--- config.mk ---
export PLATFORM = sky130hd
export DESIGN_NAME = hazard_ctrl
export DESIGN_NICKNAME = d
export VERILOG_FILES = /design/src/rtl/hazard_ctrl.sv
export SDC_FILE = /design/constraint.sdc
export NUM_CORES = 1
export LEC_CHECK = 0
export ABC_AREA = 1
export BUFFER_PORTS_ARGS = -buffer_cell sky130_fd_sc_hd__buf_4
export CORE_MARGIN = 5
export CORE_UTILIZATION = 40
export CTS_CLUSTER_DIAMETER = 80
export DETAILED_ROUTE_END_ITERATION = 8
export PLACE_DENSITY_LB_ADDON = 0.25
export SLEW_MARGIN = 10
export SYNTH_ARGS = -nofsm -noshare
export SYNTH_HDL_FRONTEND = slang
export SYNTH_SLANG_ARGS = --single-unit
--- constraint.sdc ---
create_clock -name clk -period 2.66 [get_ports clk]
set_clock_uncertainty 0.05 [all_clocks]
set_input_delay 0.532 -clock clk [delete_from_list [all_inputs] [get_ports clk]]
set_output_delay 0.532 -clock clk [all_outputs]
set_load 0.02 [all_outputs]
--- src/rtl/hazard_ctrl.sv ---
// hazard_ctrl: forwarding, load-use stall and branch flush control for the 5-stage core
// Optional feature macro: FORWARD_EN (undefined: no forwarding, stall on any E/M dependency)
module hazard_ctrl #(
  parameter int REG_ADDR_W  = 5,
  parameter int STALL_CNT_W = 16
) (
  input  logic                   clk,
  input  logic                   rst,
  input  logic                   valid_D,
  input  logic [REG_ADDR_W-1:0]  rs1_D,
  input  logic [REG_ADDR_W-1:0]  rs2_D,
  input  logic                   use_rs1_D,
  input  logic                   use_rs2_D,
  input  logic [REG_ADDR_W-1:0]  rd_D,
  input  logic                   RF_WE_D,
  input  logic                   Result_D,
  input  logic                   branch_taken_E,
  output logic                   stall_F,
  output logic                   stall_D,
  output logic                   flush_D,
  output logic                   flush_E,
  output logic [1:0]             fwd_A_E,
  output logic [1:0]             fwd_B_E,
  output logic [STALL_CNT_W-1:0] stall_count
);
  typedef struct packed {
    logic                  valid;
    logic [REG_ADDR_W-1:0] rd;
    logic                  we;
    logic                  is_load;
    logic [REG_ADDR_W-1:0] rs1;
    logic [REG_ADDR_W-1:0] rs2;
    logic                  use_rs1;
    logic                  use_rs2;
  } slot_t;
  slot_t e, m, w;
  logic hz_a, hz_b, hazard, unused;
  logic [1:0] fa, fb;
  function automatic logic writes(slot_t s, logic [REG_ADDR_W-1:0] r);
    return s.valid && s.we && s.rd != '0 && s.rd == r;
  endfunction
`ifdef FORWARD_EN
  assign hz_a = writes(e, rs1_D) && e.is_load;
  assign hz_b = writes(e, rs2_D) && e.is_load;
  assign fa = (e.use_rs1 && writes(m, e.rs1)) ? 2'b10 : (e.use_rs1 && writes(w, e.rs1)) ? 2'b01 : 2'b00;
  assign fb = (e.use_rs2 && writes(m, e.rs2)) ? 2'b10 : (e.use_rs2 && writes(w, e.rs2)) ? 2'b01 : 2'b00;
`else
  // W is not checked: the register file writes in the first half-cycle
  assign hz_a = writes(e, rs1_D) || writes(m, rs1_D);
  assign hz_b = writes(e, rs2_D) || writes(m, rs2_D);
  assign fa = 2'b00;
  assign fb = 2'b00;
`endif
  assign unused  = ^{e, m, w};
  assign hazard  = valid_D && ((use_rs1_D && hz_a) || (use_rs2_D && hz_b));
  assign stall_F = rst && hazard && !branch_taken_E;
  assign stall_D = stall_F;
  assign flush_D = rst && branch_taken_E;
  assign flush_E = rst && (branch_taken_E || hazard);
  assign fwd_A_E = rst ? fa : 2'b00;
  assign fwd_B_E = rst ? fb : 2'b00;
  always_ff @(posedge clk) begin
    if (!rst) begin
      e <= '0;
      m <= '0;
      w <= '0;
      stall_count <= '0;
    end else begin
      w <= m;
      m <= e;
      e <= {valid_D && !flush_E, rd_D, RF_WE_D, Result_D, rs1_D, rs2_D, use_rs1_D, use_rs2_D};
      if (stall_D && !(&stall_count)) stall_count <= stall_count + STALL_CNT_W'(1);
    end
  end
endmodule

==> Implementation_results.wiki <==
{| class="wikitable"
! Metric !! Value
|-
| GRT Residual Overflow || 0
|-
| Final setup slack of the worst path || 0.3770 ns
|-
| Via density per instance || 4.466
|-
| Amount of wire on met3 after detailed routing || 225 µm
|-
| Cts bufs inserted || 5
|-
| Die footprint || 6176 µm²
|-
| Length in cells of the worst reg-to-reg path || 10
|-
| Worst hold path type || in -> reg
|-
| Commonest non-fill, non-tap cells in the layout || nand2_1, inv_1, buf_4
|-
| Number of register bits inferred by synthesis || 30
|-
| Longest Clk Path Bufs || 2
|-
| Share of the synthesized area in the top cell type || 0.3191
|-
| All-layer global routing usage || 0.1421
|-
| Setup TNS || 0 ns
|-
| Die Wd || 78.59 µm
|-
| Largest net degree at the start of global routing || 23
|-
| Final slew viol count || 0
|-
| Min-Delay Path Depth || 3
|-
| Vias in the first global route || 1,735
|-
| Pre-CTS setup slack || 0.3651 ns
|-
| Worst-case vdd ir drop || 165.4 µV
|-
| Clock transition at the registers of the reported paths || 0.06 ns
|-
| Antenna cell count || 0
|-
| Detailed-route wire length per cell || 10.41 µm
|-
| Clock latency on the worst-skew pair || 0.28 ns
|-
| Data required, critical path || 2.08 ns
|-
| Leakage Power || 1.312 nW
|-
| Number of remaining DRC errors || 0
|-
| Floorplan Core Area || 4629 µm²
|-
| Start-to-end type of the worst setup path || reg -> out
|-
| Half-perimeter wire length of the detailed placement result || 3160 µm
|-
| Top Ports || 47
|-
| Antenna violation net count after detailed routing || 0
|-
| Power Density || 432.9 nW/µm²
|-
| Multi-input logic area || 969.7 µm²
|-
| Clock tree from TritonCTS || built
|-
| Count of unique library cells instantiated by Yosys || 24
|-
| Die outline height || 78.59 µm
|-
| Number of buffers inserted for hold repair after clock tree synthesis || 0
|-
| Finished layout cell area || 2322 µm²
|-
| Highest clock rate || 438.0 MHz
|-
| # H-tree levels || 2
|-
| Average cell area after synthesis || 6.603 µm²
|-
| Most area-hungry cell type in the Yosys netlist || dfxtp_1
|-
| Critical Path Fanout Max || 6
|-
| Initial antenna violation count || 0
|-
| Clock root buffer || clkbuf_8
|-
| Most frequent standard cell in the layout excluding fill and tap cells || nand2_1
|-
| Wire length after detailed routing || 3999 µm
|-
| Number of max-cap violations || 0
|-
| Seq. cell area || 600.6 µm²
|-
| Ratio of final minimum period to clock period || 0.8583
|-
| Routed via count || 1,715
|-
| Number of instances in the synthesized netlist || 285
|-
| Top layer used by detailed routing || met4
|-
| P&R area growth vs syn || 23.40%
|-
| Detailed Route Iter0 Violations || 52
|-
| TritonRoute pass-1 iters || 4
|-
| Unrepaired setup endpoints after global routing || false
|-
| Run status || completed
|-
| Post-cts gate resize count || 0
|-
| Fin nets || 353
|-
| Share of final-layout standard cells stronger than drive strength 1 || 0.2061
|-
| Met1 layer wirelength in the final routing || 1823 µm
|-
| Critical Path AT || 1.70 ns
|-
| Placement-stage cell area || 2212 µm²
|-
| Fin crit period || 2.283 ns
|-
| Endpoint class of the critical path || primary output
|-
| Met2 wire len || 1898 µm
|-
| Number of sinks handled by clock tree synthesis || 30
|-
| Yosys warnings || 0
|-
| Post-CTS Setup Bufs || 0
|-
| Cell Area, Synth || 1882 µm²
|-
| Buffers added on ports || 41
|-
| Starting utilization of the core area || 0.4065
|-
| Share of the yosys chip area belonging to registers || 0.3191
|-
| Setup violations, final || 0
|-
| Wire length of the first global-routing pass || 7148 µm
|-
| Gp weighted congestion || 0.8384
|-
| Cell Rows || 25
|-
| Endpoints failing hold || 0
|-
| Layout filler cell count || 490
|-
| Largest cells by area after synthesis || dfxtp_1, nand2_1, inv_1
|-
| Type of origin of the critical path || flop
|}
## layer usage
layer  track usage  up-vias
met5             0        -
met4       0.05769        0
met3       0.05046        6
met2        0.2445       29
met1        0.1583      757
li1              -      923
## area by class of cell
cell class	count	area share
Multi-Input combinational cell	183	0.4176
Timing Repair Buffer	44	0.1422
Clock buffer	8	0.04741
Tap cell	54	0.02909
Sequential cell	30	0.2586
Inverter	65	0.1051
## state kept, by name, summed over array words and instances, names as in the netlist
signal       count
stall_count     16
e                7
m                7
## path summary, 6_finish.rpt
path                                      from         endpoint  slack, ns
worst max-delay path                     e[16]          stall_F       0.38
worst min-delay path                   rd_D[3]            e[17]       0.38
worst max register to register  stall_count[1]  stall_count[14]       0.88
worst min register to register           e[13]            m[13]       0.39
## power breakdown
group	leakage, nW	total [W]	switching, W	internal, W
clock network	0.0575	0.000427	0.000166	0.000261
logic	1.01	0.000109	0.0000563	0.0000525
registers	0.245	0.000469	0.00000972	0.000459
total	1.31	0.00101	0.000232	0.000773
## worst max-delay path, stage by stage, from the launching register on
cell      delay (ns)
dfxtp_1         0.41
nor2_1          0.07
nand3b_1        0.10
nand2_2         0.07
inv_1           0.05
nand3_1         0.08
nand2_1         0.07
nand2_1         0.07
nand2_4         0.11
nand3_2         0.14
inv_1           0.11
buf_4           0.14
## cell families (layout without fill, tap and decap cells)
logic type,after synthesis,count (layout),synth area share
AND/OR/NAND/NOR,147,147,0.3657
adder cells (fa/ha/maj),1,1,0.006648
XOR/XNOR,19,19,0.08843
other,1,4,0.001993
flip-flops,30,30,0.3192
AO/OA/AOI/OAI,12,12,0.04654
buffers and inverters,75,117,0.1715
## stage by stage
stage          utilization  cells  hold WS (ns)   power, W
4_1_cts             0.5016    384        0.3744   0.001019
3_3_place_gp        0.4778    376        0.3605  0.0005865
6_report            0.5016    384        0.3819   0.001005
2_1_floorplan            -    288        0.3571  0.0005489
5_1_grt             0.5016    384        0.3678   0.001056
3_5_place_dp        0.4778    376        0.3743  0.0005892
## synth_stat cells
cell      number
inv_2          1
clkbuf_1       1
nand4_1        7
dfxtp_1       30
inv_1         64
o21ai_0        1
nand2_2        2
buf_12         1
buf_2          2
nand2_4        1
nand3_2        1
ha_1           1
nor3_1         6
nand3b_1       2
xor2_1        11
xnor2_1        8
nor2_1        40
nand2_1       71
buf_4          6
conb_1         1
nor2_2         3
nand3_1        6
o21bai_1      11
nand4_2        8
No activity file was read; power rests on OpenSTA's default activity.
